**src/rtl/db_reader.sv**
```systemverilog
// ---------------------------------------------------------------------------
// db_reader
//   Reads a burst of words from an asynchronous two-port data bank and
//   presents them two at a time on a valid/ready output stream. Lane A
//   carries the word at ptr and lane B the word at ptr+1. The address wraps
//   from DEPTH-1 back to 0.
//
// Handshake: a beat transfers on a rising clk edge where out_valid_o and
//   out_ready_i are both high. Once out_valid_o is raised, every out_* signal
//   holds steady until that transfer. out_valid_o never depends
//   combinationally on out_ready_i.
//
// Ports
//   clk_i          single clock, all state changes on posedge
//   rst_i          synchronous active-high reset
//   start_i        one-cycle burst request, sampled only in IDLE
//   base_addr_i    first bank address of the burst
//   len_i          number of words to read (clipped to DEPTH)
//   busy_o         high whenever the block is not in IDLE
//   done_o         one-cycle pulse at burst completion
//   err_o          one-cycle pulse with done_o when base_addr_i >= DEPTH
//   raddr_a_o      bank read address, lane A
//   raddr_b_o      bank read address, lane B
//   rdata_a_i      bank read data, lane A
//   rdata_b_i      bank read data, lane B
//   out_valid_o    output beat valid
//   out_ready_i    downstream accepts the beat
//   out_data_a_o   lane A word
//   out_data_b_o   lane B word, zero when lane B is padding
//   out_keep_b_o   lane B holds a real word
//   out_last_o     final beat of the burst
//   state_o        current FSM state, for debug and checkers
// ---------------------------------------------------------------------------
module db_reader #(
   parameter int W     = 24,
   parameter int DEPTH = 40,
   parameter int ADDRW = 6
) (
   input  logic             clk_i,
   input  logic             rst_i,
   input  logic             start_i,
   input  logic [ADDRW-1:0] base_addr_i,
   input  logic [ADDRW:0]   len_i,
   output logic             busy_o,
   output logic             done_o,
   output logic             err_o,
   output logic [ADDRW-1:0] raddr_a_o,
   output logic [ADDRW-1:0] raddr_b_o,
   input  logic [W-1:0]     rdata_a_i,
   input  logic [W-1:0]     rdata_b_i,
   output logic             out_valid_o,
   input  logic             out_ready_i,
   output logic [W-1:0]     out_data_a_o,
   output logic [W-1:0]     out_data_b_o,
   output logic             out_keep_b_o,
   output logic             out_last_o,
   output logic [1:0]       state_o
);

   typedef enum logic [1:0] {
      IDLE      = 2'd0,
      FETCH     = 2'd1,
      WAIT_LAST = 2'd2,
      FIN       = 2'd3
   } state_t;

   localparam logic [ADDRW:0]   DEPTH_L = (ADDRW+1)'(DEPTH);
   localparam logic [ADDRW:0]   TWO_L   = (ADDRW+1)'(2);
   localparam logic [ADDRW-1:0] LAST_A  = ADDRW'(DEPTH-1);
   localparam logic [ADDRW-1:0] WRAP2_A = ADDRW'(DEPTH-2);

   state_t           state_q, state_d;
   logic [ADDRW-1:0] ptr_q, ptr_d;
   logic [ADDRW:0]   rem_q, rem_d;
   logic             err_flag_q, err_flag_d;
   logic             out_valid_q, out_valid_d;
   logic [W-1:0]     out_data_a_q, out_data_a_d;
   logic [W-1:0]     out_data_b_q, out_data_b_d;
   logic             out_keep_b_q, out_keep_b_d;
   logic             out_last_q, out_last_d;

   logic             base_bad;
   logic             req_empty;
   logic [ADDRW:0]   len_clip;
   logic [ADDRW-1:0] ptr_adv;
   logic             rem_ge2;
   logic             rem_le2;
   logic             load;

   assign base_bad  = ({1'b0, base_addr_i} >= DEPTH_L);
   assign req_empty = (len_i == '0);
   assign len_clip  = (len_i > DEPTH_L) ? DEPTH_L : len_i;

   // ptr is always below DEPTH, so a single conditional subtract wraps it.
   // Doing it this way keeps the arithmetic inside ADDRW bits even when
   // DEPTH equals 2^ADDRW.
   assign ptr_adv = (ptr_q >= WRAP2_A) ? (ptr_q - WRAP2_A) : (ptr_q + ADDRW'(2));

   assign raddr_a_o = ptr_q;
   assign raddr_b_o = (ptr_q == LAST_A) ? '0 : (ptr_q + ADDRW'(1));

   assign rem_ge2 = (rem_q >= TWO_L);
   assign rem_le2 = (rem_q <= TWO_L);

   // A new beat may enter the output register when it is empty or when
   // its current beat leaves on this edge.
   assign load = (state_q == FETCH) && (!out_valid_q || out_ready_i);

   always_comb begin
      state_d      = state_q;
      ptr_d        = ptr_q;
      rem_d        = rem_q;
      err_flag_d   = err_flag_q;
      out_valid_d  = out_valid_q;
      out_data_a_d = out_data_a_q;
      out_data_b_d = out_data_b_q;
      out_keep_b_d = out_keep_b_q;
      out_last_d   = out_last_q;

      if (out_valid_q && out_ready_i) begin
         out_valid_d = 1'b0;
      end

      case (state_q)
         IDLE: begin
            if (start_i) begin
               if (base_bad || req_empty) begin
                  rem_d      = '0;
                  err_flag_d = base_bad;
                  state_d    = FIN;
               end else begin
                  ptr_d      = base_addr_i;
                  rem_d      = len_clip;
                  err_flag_d = 1'b0;
                  state_d    = FETCH;
               end
            end
         end
         FETCH: begin
            if (load) begin
               out_valid_d  = 1'b1;
               out_data_a_d = rdata_a_i;
               out_data_b_d = rem_ge2 ? rdata_b_i : '0;
               out_keep_b_d = rem_ge2;
               out_last_d   = rem_le2;
               ptr_d        = ptr_adv;
               rem_d        = rem_ge2 ? (rem_q - TWO_L) : '0;
               if (rem_le2) begin
                  state_d = WAIT_LAST;
               end
            end
         end
         WAIT_LAST: begin
            if (out_valid_q && out_ready_i) begin
               state_d = FIN;
            end
         end
         FIN: begin
            state_d = IDLE;
         end
         default: begin
            state_d = IDLE;
         end
      endcase
   end

   always_ff @(posedge clk_i) begin
      if (rst_i) begin
         state_q      <= IDLE;
         ptr_q        <= '0;
         rem_q        <= '0;
         err_flag_q   <= 1'b0;
         out_valid_q  <= 1'b0;
         out_data_a_q <= '0;
         out_data_b_q <= '0;
         out_keep_b_q <= 1'b0;
         out_last_q   <= 1'b0;
      end else begin
         state_q      <= state_d;
         ptr_q        <= ptr_d;
         rem_q        <= rem_d;
         err_flag_q   <= err_flag_d;
         out_valid_q  <= out_valid_d;
         out_data_a_q <= out_data_a_d;
         out_data_b_q <= out_data_b_d;
         out_keep_b_q <= out_keep_b_d;
         out_last_q   <= out_last_d;
      end
   end

   assign busy_o       = (state_q != IDLE);
   assign done_o       = (state_q == FIN);
   assign err_o        = (state_q == FIN) && err_flag_q;
   assign out_valid_o  = out_valid_q;
   assign out_data_a_o = out_data_a_q;
   assign out_data_b_o = out_data_b_q;
   assign out_keep_b_o = out_keep_b_q;
   assign out_last_o   = out_last_q;
   assign state_o      = state_q;

endmodule

```
**config.mk**
```make
export PLATFORM = sky130hd
export DESIGN_NAME = db_reader
export DESIGN_NICKNAME = d
export VERILOG_FILES = /design/src/rtl/db_reader.sv
export SDC_FILE = /design/constraint.sdc
export NUM_CORES = 1
export LEC_CHECK = 0
export ABC_AREA = 1
export CORE_MARGIN = 4
export CORE_UTILIZATION = 45
export CTS_CLUSTER_SIZE = 12
export DETAILED_ROUTE_END_ITERATION = 12
export PLACE_DENSITY = 0.84
export SLEW_MARGIN = 20
export SYNTH_ARGS = -nofsm -noshare
export SYNTH_HDL_FRONTEND = slang
export SYNTH_SLANG_ARGS = --single-unit
```
**constraint.sdc**
```tcl
create_clock -name clk_i -period 4.3 [get_ports clk_i]
set_clock_uncertainty 0.15 [all_clocks]
set_input_delay 1.075 -clock clk_i [delete_from_list [all_inputs] [get_ports clk_i]]
set_output_delay 1.075 -clock clk_i [all_outputs]
set_load 0.01 [all_outputs]
```
Word-level counts from Yosys, hierarchy flattened
Cells that the tools add are included.
Widths: inputs -> output; s select.
- flip-flop bits (word level): 67
- bits of input ports: 65
- word-level logic and storage cells: 65
- output and inout port bits: 68
- magnitude comparators: 5
- add/subtract/negate cells: 4
- reduce and logical (&&, ||, !) cells: 15
- eq/ne operators: 9
- muxes and demuxes: 23
- operator list (operator ; number):
    $mux 7 ; 5
    $mux 6 ; 5
    $mux 24 ; 1
    $pmux 7 s2 ; 1
    $ge 6x6->1 const B ; 2
    $pmux 6 s2 ; 1
    $mux 2 ; 5
    $ne 2x2->1 const B ; 5
    $pmux 2 s4 ; 1
    $reduce_and 4->1 ; 2
    $ge 7x2->1 const B ; 1
    $gt 7x6->1 const B ; 1
    $le 7x2->1 const B ; 1
    $logic_not 7->1 ; 1
    $sub 7x2->7 const B ; 1
    $add 6x1->6 const B ; 1
    $add 6x2->6 const B ; 1
    $eq 6x6->1 const B ; 1
    $sub 6x6->6 const B ; 1
    $eq 2x2->1 const B ; 2
    $mux 1 ; 4
    $reduce_and 2->1 ; 2
    $reduce_bool 2->1 ; 2
    $logic_and 1x1->1 ; 3
    other kinds (5) ; 6

Logic depth before layout (Yosys ltp)
Gate-level depths: netlist of run 1.
- depth in word-level cells: 5
- depth in mapped cells: 12
- depth with buffers taken out: 12

Worst setup path after synthesis of run 1
Ideal clock, no wire load.
- kind: reg-to-output
- from: reg ptr_q[1] (netlist: raddr_a_o[1])
- to: out raddr_b_o[3]
- buffers on the path: 0
- arrival time: 1.288 ns
- required time: 3.075 ns
- cell stages (with the launch flop): 7
- setup slack: 1.787 ns
- cells stage by stage: dfxtp_1 > ha_1 > nor2_1 > or2_1 > nor3_1 > a21oi_1 > inv_1
- longest elaborated chain between the ends: 2
- elaborated cells on any way between the ends: 3
- classes of those cells: add/sub (1); eq/ne (1); mux (1)
- ends and longest elaborated chain (what ; line ; text):
    from (decl) ; 73 ; logic [ADDRW-1:0] ptr_q, ptr_d;
    from (signal assigned) ; 180 ; ptr_q <= ptr_d;
    $add 6x1->6 or $eq 6x6->1 (tied branches) ; 100 ; assign raddr_b_o = (ptr_q == LAST_A) ? '0 : (ptr_q + ADDRW'(1));
    $mux 6 (*) ; 100 ;
    to (decl) ; 48 ; output logic [ADDRW-1:0] raddr_b_o,
Every way passes the cells marked *; elsewhere a longest branch is shown, timed or not.

Worst setup path in the final report of run 1
Ends and elaborated chain as after synthesis.

==> results of run 1 <==
==> layout make-up <==
| class | instances | area [µm²] | share of cell area [%] |
|---|---|---|---|
| clock buffer | 9 | 124 | 2.65 |
| clock inverter | 7 | 52.6 | 1.12 |
| inverter | 37 | 144 | 3.08 |
| multi-input combinational | 324 | 1550 | 33.2 |
| sequential | 67 | 1340 | 28.7 |
| tap | 96 | 120 | 2.57 |
| timing repair buffer | 135 | 1340 | 28.7 |
==> sequential cells by signal, summed over array words and instances, names as in the netlist <==
| signal | cells |
|---|---|
| out_keep_b_o | 1 |
| state_o | 2 |
| out_data_a_o | 24 |
| out_valid_o | 1 |
| out_last_o | 1 |
| raddr_a_o | 6 |
| err_flag_q | 1 |
| rem_q | 7 |
| out_data_b_o | 24 |
==> metal layers <==
layer / vias up / share of wire, %
met4: 0 / 2.1
met5: - / 0
met1: 1492 / 42
met2: 118 / 46
met3: 14 / 9.7
li1: 1694 / -
==> power breakdown <==
| group | switching, mW | internal (mW) | total (mW) | leakage (nW) |
|---|---|---|---|---|
| clock | 0.248 | 0.213 | 0.461 | 0.0900 |
| combinational | 0.935 | 0.735 | 1.67 | 1.27 |
| sequential | 0.150 | 0.821 | 0.971 | 0.549 |
| total | 1.33 | 1.77 | 3.10 | 1.91 |
==> worst paths after layout <==
check | startpoint | to | slack [ns]
setup / recovery | raddr_a_o[1] | raddr_b_o[3] | 0.83
hold / removal | out_data_b_o[8] | out_data_b_o[8] | 0.32
setup reg to reg | state_o[1] | out_data_b_o[23] | 1.91
hold reg to reg | out_data_b_o[8] | out_data_b_o[8] | 0.32
==> worst max-delay path: stages, from the launching register on <==
cell and delay [ns]:
dfxtp_1 0.51, ha_1 0.23, nor2_1 0.06, or2_1 0.27, nor3_1 0.17, a21oi_1 0.06
inv_1 0.07, clkdlybuf4s50_1 0.53
==> metrics by stage <==
step / hold slack, ns / utilization [%] / power, mW
detailed placement: 0.307 / 66.3 / 2.66
finish: 0.318 / 68.9 / 3.10
CTS: 0.321 / 68.9 / 3.13
global route: 0.337 / 68.9 / 3.36
global placement: 0.301 / 66.3 / 2.61
floorplan: 0.335 / - / 2.05
==> cells in the mapped netlist, drive strengths merged <==
master,instances
nor2,85
nand4,1
clkinv,1
xor2,6
nand2,93
o211ai,2
nor3,4
dfxtp,67
or2,1
nand3,39
nor2b,1
a311oi,1
and3,1
nand3b,1
a21oi,39
buf,13
clkbuf,10
ha,9
inv,36
o21ai,41
==> logic make-up (layout without fill, tap and decap cells) <==
kind of cell    count (synthesis)  count (layout)  synth area share, %
fa+ha+maj                       9               9                 3.56
simple gates                  226             226                 30.2
compound gates                 83              83                 13.6
xor+xnor                        6               6                 1.66
buf+inv                        60             188                 8.54
flops                          67              67                 42.4
==> run_results.csv, run 1 <==
group,metric,value,unit
die,die_h,91.9,µm
timing,hold_viol,0,
placement,hpwl,6.49,mm
synth,netlist_top_cells_area,"dfxtp_1, nand2_1, nor2_1",
final_layout,antenna_cells,0,
final_layout,stdcell_count,675,
clock_tree,cts_tree,"built",
timing,setup_viol_count_final,0,
critical_path,crit_type,"flop to output pin",
synth,yosysSeqAreaShare,42.4,%
timing,min_period,3.47,ns
route,via_per_inst,4.92,
synth,ys_seq_elements,67,
global_routing,grt-busiest-layer,"met2",
final_layout,n_fill_cell,605,
critical_path,crit_required,3.07,ns
final_layout,fin_area,4680,µm²
timing,tightest_slew,0.887,ns
final_layout,fin_nets,648,
clock_tree,cts_root_buf,"clkbuf_8",
critical_path,r2r_cells,7,
die,start_util,46.6,%
timing,rsz0062_at_grt,"false",
global_routing,grt.total_usage,20.2,%
clock_tree,cts_resized,0,
global_routing,grt_max_degree,52,
placement,place_area,4500,µm²
global_routing,antenna_found_initial,0,
final_layout,final_cell_mix,"clkdlybuf4s50_1, nand2_1, nor2_1",
global_routing,grtUsageMet2,32.1,%
global_routing,grt_pass1_wl,14.0,mm
min_path,hold_class,"flop to flop",
clock_tree,cts.sinks,67,
critical_path,crit_fanout,10,
clock_tree,insertion_delay,0.34,ns
global_routing,grt_pass1_vias,3093,
synth,yosys_warnings,0,
die,die-area,8440,µm²
die,ios,133,
power_and_ir_drop,leakage,1.91,nW
clock_tree,cts_setup_buffers,0,
synth,yosys.area.top_type,"dfxtp_1",
synth,synthDominantCellAreaShare,42.4,%
timing,worst_slack,0.832,ns
final_layout,final_common_cell,"clkdlybuf4s50_1",
timing,min_period_over_period,80.7,%
clock_tree,holdBufCountCts,0,
synth,synth_fp_nets,525,
status,status,"finished, final reports clean",
timing,max_freq,288,MHz
global_routing,overflow,0,
min_path,worstHoldPathCells,2,
global_routing,met1_usage,24.4,%
placement,place_congestion,0.902,
clock_tree,cts_buffers,9,
synth,synthCells,451,
critical_path,start_kind,"flop",
synth,synthesis.area,3160,µm²
critical_path,arrival,2.24,ns
placement,dp.cells,659,
route,drc,0,
power_and_ir_drop,powerDensity,663,nW/µm²
die,core,6790,µm²
clock_tree,htree_levels,3,
job,cap_violations,0,
global_routing,use_met3,7.63,%
timing,relSlewSlack,40.8,%
clock_tree,clock_path_buffers,2,
timing,slew_violations,0,
clock_tree,clk_pin_slew,0.08,ns
timing,setup_tns,0,ns
final_layout,drive_above_1_share,6.22,%
route,first_pass_iters,4,
route,wl_per_cell,13.0,µm
die,die_width,91.9,µm
placement,io_buffers,132,
route,routed-via-count,3318,
synth,synth.distinct_cells,32,
final_layout,syn_to_final_growth,47.8,%
synth,syn_area_per_cell,7.02,µm²
critical_path,cp-end-kind,"output pin",
die,num_rows,30,
route,ant_nets,0,
power_and_ir_drop,irDropWorstVdd,0.375,mV
placement,dp_slack,1.19,ns
route,routed_wl,8.76,mm
route,drtIter0Drc,159,
Note: power is estimated with default switching activity, not from simulation.
==> inputs of run 2 (changes only) <==
--- a/config.mk
+++ b/config.mk
@@ -7,10 +7,10 @@
 export LEC_CHECK = 0
 export ABC_AREA = 1
 export CORE_MARGIN = 4
-export CORE_UTILIZATION = 45
+export CORE_UTILIZATION = 39
 export CTS_CLUSTER_SIZE = 12
 export DETAILED_ROUTE_END_ITERATION = 12
-export PLACE_DENSITY = 0.84
+export PLACE_DENSITY = 0.77
 export SLEW_MARGIN = 20
 export SYNTH_ARGS = -nofsm -noshare
 export SYNTH_HDL_FRONTEND = slang
==> constraint.sdc (replaced) <==
create_clock -name clk_i -period 3 [get_ports clk_i]
set_clock_uncertainty 0.15 [all_clocks]
set_input_delay 0.75 -clock clk_i [delete_from_list [all_inputs] [get_ports clk_i]]
set_output_delay 0.75 -clock clk_i [all_outputs]
set_load 0.01 [all_outputs]
==> run 2 against run 1 <==
- count of clock-buffer cells in the layout did not move
- wire length rose by 4.7%
- critical endpoint unchanged
- utilization fell by 7.9 points
- global-route usage fell by 1.5 points
- critical path type unchanged
- via count rose by 1.3%
- power rose by 49%
- die area rose by 14%
==> run_results.csv, run 2 (same netlist as run 1, synthesis figures left out) <==
group,metric,value,unit
final_layout,n_fill_cell,736,
die,core,7810,µm²
clock_tree,cts_root_buf,"clkbuf_8",
die,die-area,9620,µm²
placement,io_buffers,132,
power_and_ir_drop,powerDensity,969,nW/µm²
global_routing,grt_pass1_vias,3229,
power_and_ir_drop,leakage,1.95,nW
final_layout,fin_nets,651,
timing,min_period,2.95,ns
critical_path,start_kind,"flop",
clock_tree,htree_levels,3,
clock_tree,insertion_delay,0.33,ns
global_routing,grt_pass1_wl,14.9,mm
job,cap_violations,0,
clock_tree,cts_tree,"built",
timing,rsz0062_at_grt,"true",
route,drtIter0Drc,130,
die,ios,133,
critical_path,cp-end-kind,"output pin",
placement,place_congestion,0.917,
timing,tightest_slew,0.571,ns
status,status,"finished, final reports clean",
critical_path,crit_type,"flop to output pin",
route,drc,0,
die,start_util,40.5,%
clock_tree,cts.sinks,67,
die,num_rows,32,
route,wl_per_cell,13.4,µm
timing,max_freq,339,MHz
route,first_pass_iters,4,
clock_tree,clk_pin_slew,0.08,ns
min_path,hold_class,"flop to flop",
timing,min_period_over_period,98.3,%
global_routing,overflow,0,
critical_path,arrival,2.05,ns
timing,hold_viol,0,
final_layout,final_common_cell,"clkdlybuf4s50_1",
die,die_width,98.1,µm
global_routing,antenna_found_initial,0,
timing,relSlewSlack,61.8,%
clock_tree,cts_buffers,9,
global_routing,grt.total_usage,18.6,%
final_layout,final_util,60.9,%
route,routed_wl,9.17,mm
critical_path,crit_fanout,9,
final_layout,antenna_cells,0,
route,via_per_inst,4.91,
final_layout,final_cell_mix,"clkdlybuf4s50_1, nand2_1, nor2_1",
die,die_h,98.1,µm
final_layout,syn_to_final_growth,50.3,%
route,ant_nets,0,
timing,worst_slack,0.0507,ns
final_layout,drive_above_1_share,7.22,%
clock_tree,clock_path_buffers,2,
final_layout,multi_input_area,1560,µm²
power_and_ir_drop,irDropWorstVdd,0.570,mV
final_layout,regArea,1340,µm²
route,routed-via-count,3361,
placement,dp_slack,0.385,ns
timing,slew_violations,0,
placement,hpwl,6.68,mm
timing,setup_viol_count_final,0,
critical_path,crit_required,2.10,ns
global_routing,grt_max_degree,52,
run 2: layout make-up:
| class | instances | share of cell area (%) |
|---|---|---|
| Tap cell | 102 | 2.68 |
| Clock inverter | 7 | 1.63 |
| Sequential cell | 67 | 28.2 |
| Multi-Input combinational cell | 324 | 32.8 |
| Inverter | 37 | 3.02 |
| Timing Repair Buffer | 138 | 29.0 |
| Clock buffer | 9 | 2.60 |
run 2: per-layer routing:
layer	routed length [µm]	up-vias	global-route usage [%]
met2	4310	118	30.7
met1	3900	1522	22.1
met3	719	20	6.14
met5	0	-	0
li1	-	1701	-
met4	240	0	8.20
run 2: worst max-delay path, cell delays in order (launching register included):
cell and delay [ns]:
dfxtp_1 0.32, buf_4 0.17, ha_1 0.22, and3_1 0.24, nor2_2 0.11, a21oi_1 0.07, inv_1 0.06, clkdlybuf4s50_1 0.52
run 2: per-stage QoR:
stage | TNS (ns) | hold slack [ns] | instance area, µm² | total power [mW] | instances
floorplan | 0 | 0.335 | 3160 | 2.93 | 451
CTS | 0 | 0.320 | 4750 | 4.64 | 684
finish | 0 | 0.316 | 4760 | 4.61 | 684
global placement | 0 | 0.301 | 4540 | 3.79 | 668
detailed placement | 0 | 0.306 | 4540 | 3.87 | 668
global route | -0.0794 | 0.342 | 4760 | 4.98 | 684
run 2: final timing paths:
| kind | startpoint | slack [ns] | cells after the start | to |
|---|---|---|---|---|
| setup / recovery | raddr_a_o[1] | 0.05 | 7 | raddr_b_o[3] |
| hold / removal | out_data_b_o[11] | 0.32 | 2 | out_data_b_o[11] |
| setup reg to reg | state_o[1] | 0.85 | 10 | rem_q[3] |
| hold reg to reg | out_data_b_o[11] | 0.32 | 2 | out_data_b_o[11] |
run 2: report_power, final:
part / internal (mW) / switching [mW]
registers: 1.18 / 0.188
clock network: 0.389 / 0.368
logic: 1.08 / 1.40
run 2: what timing repair did:
action,in CTS,in global routing
resized for setup,1,3
endpoints found under the hold margin,0,0
hold buffers,0,0
buffers inserted,0,0
setup endpoints to repair,1,2
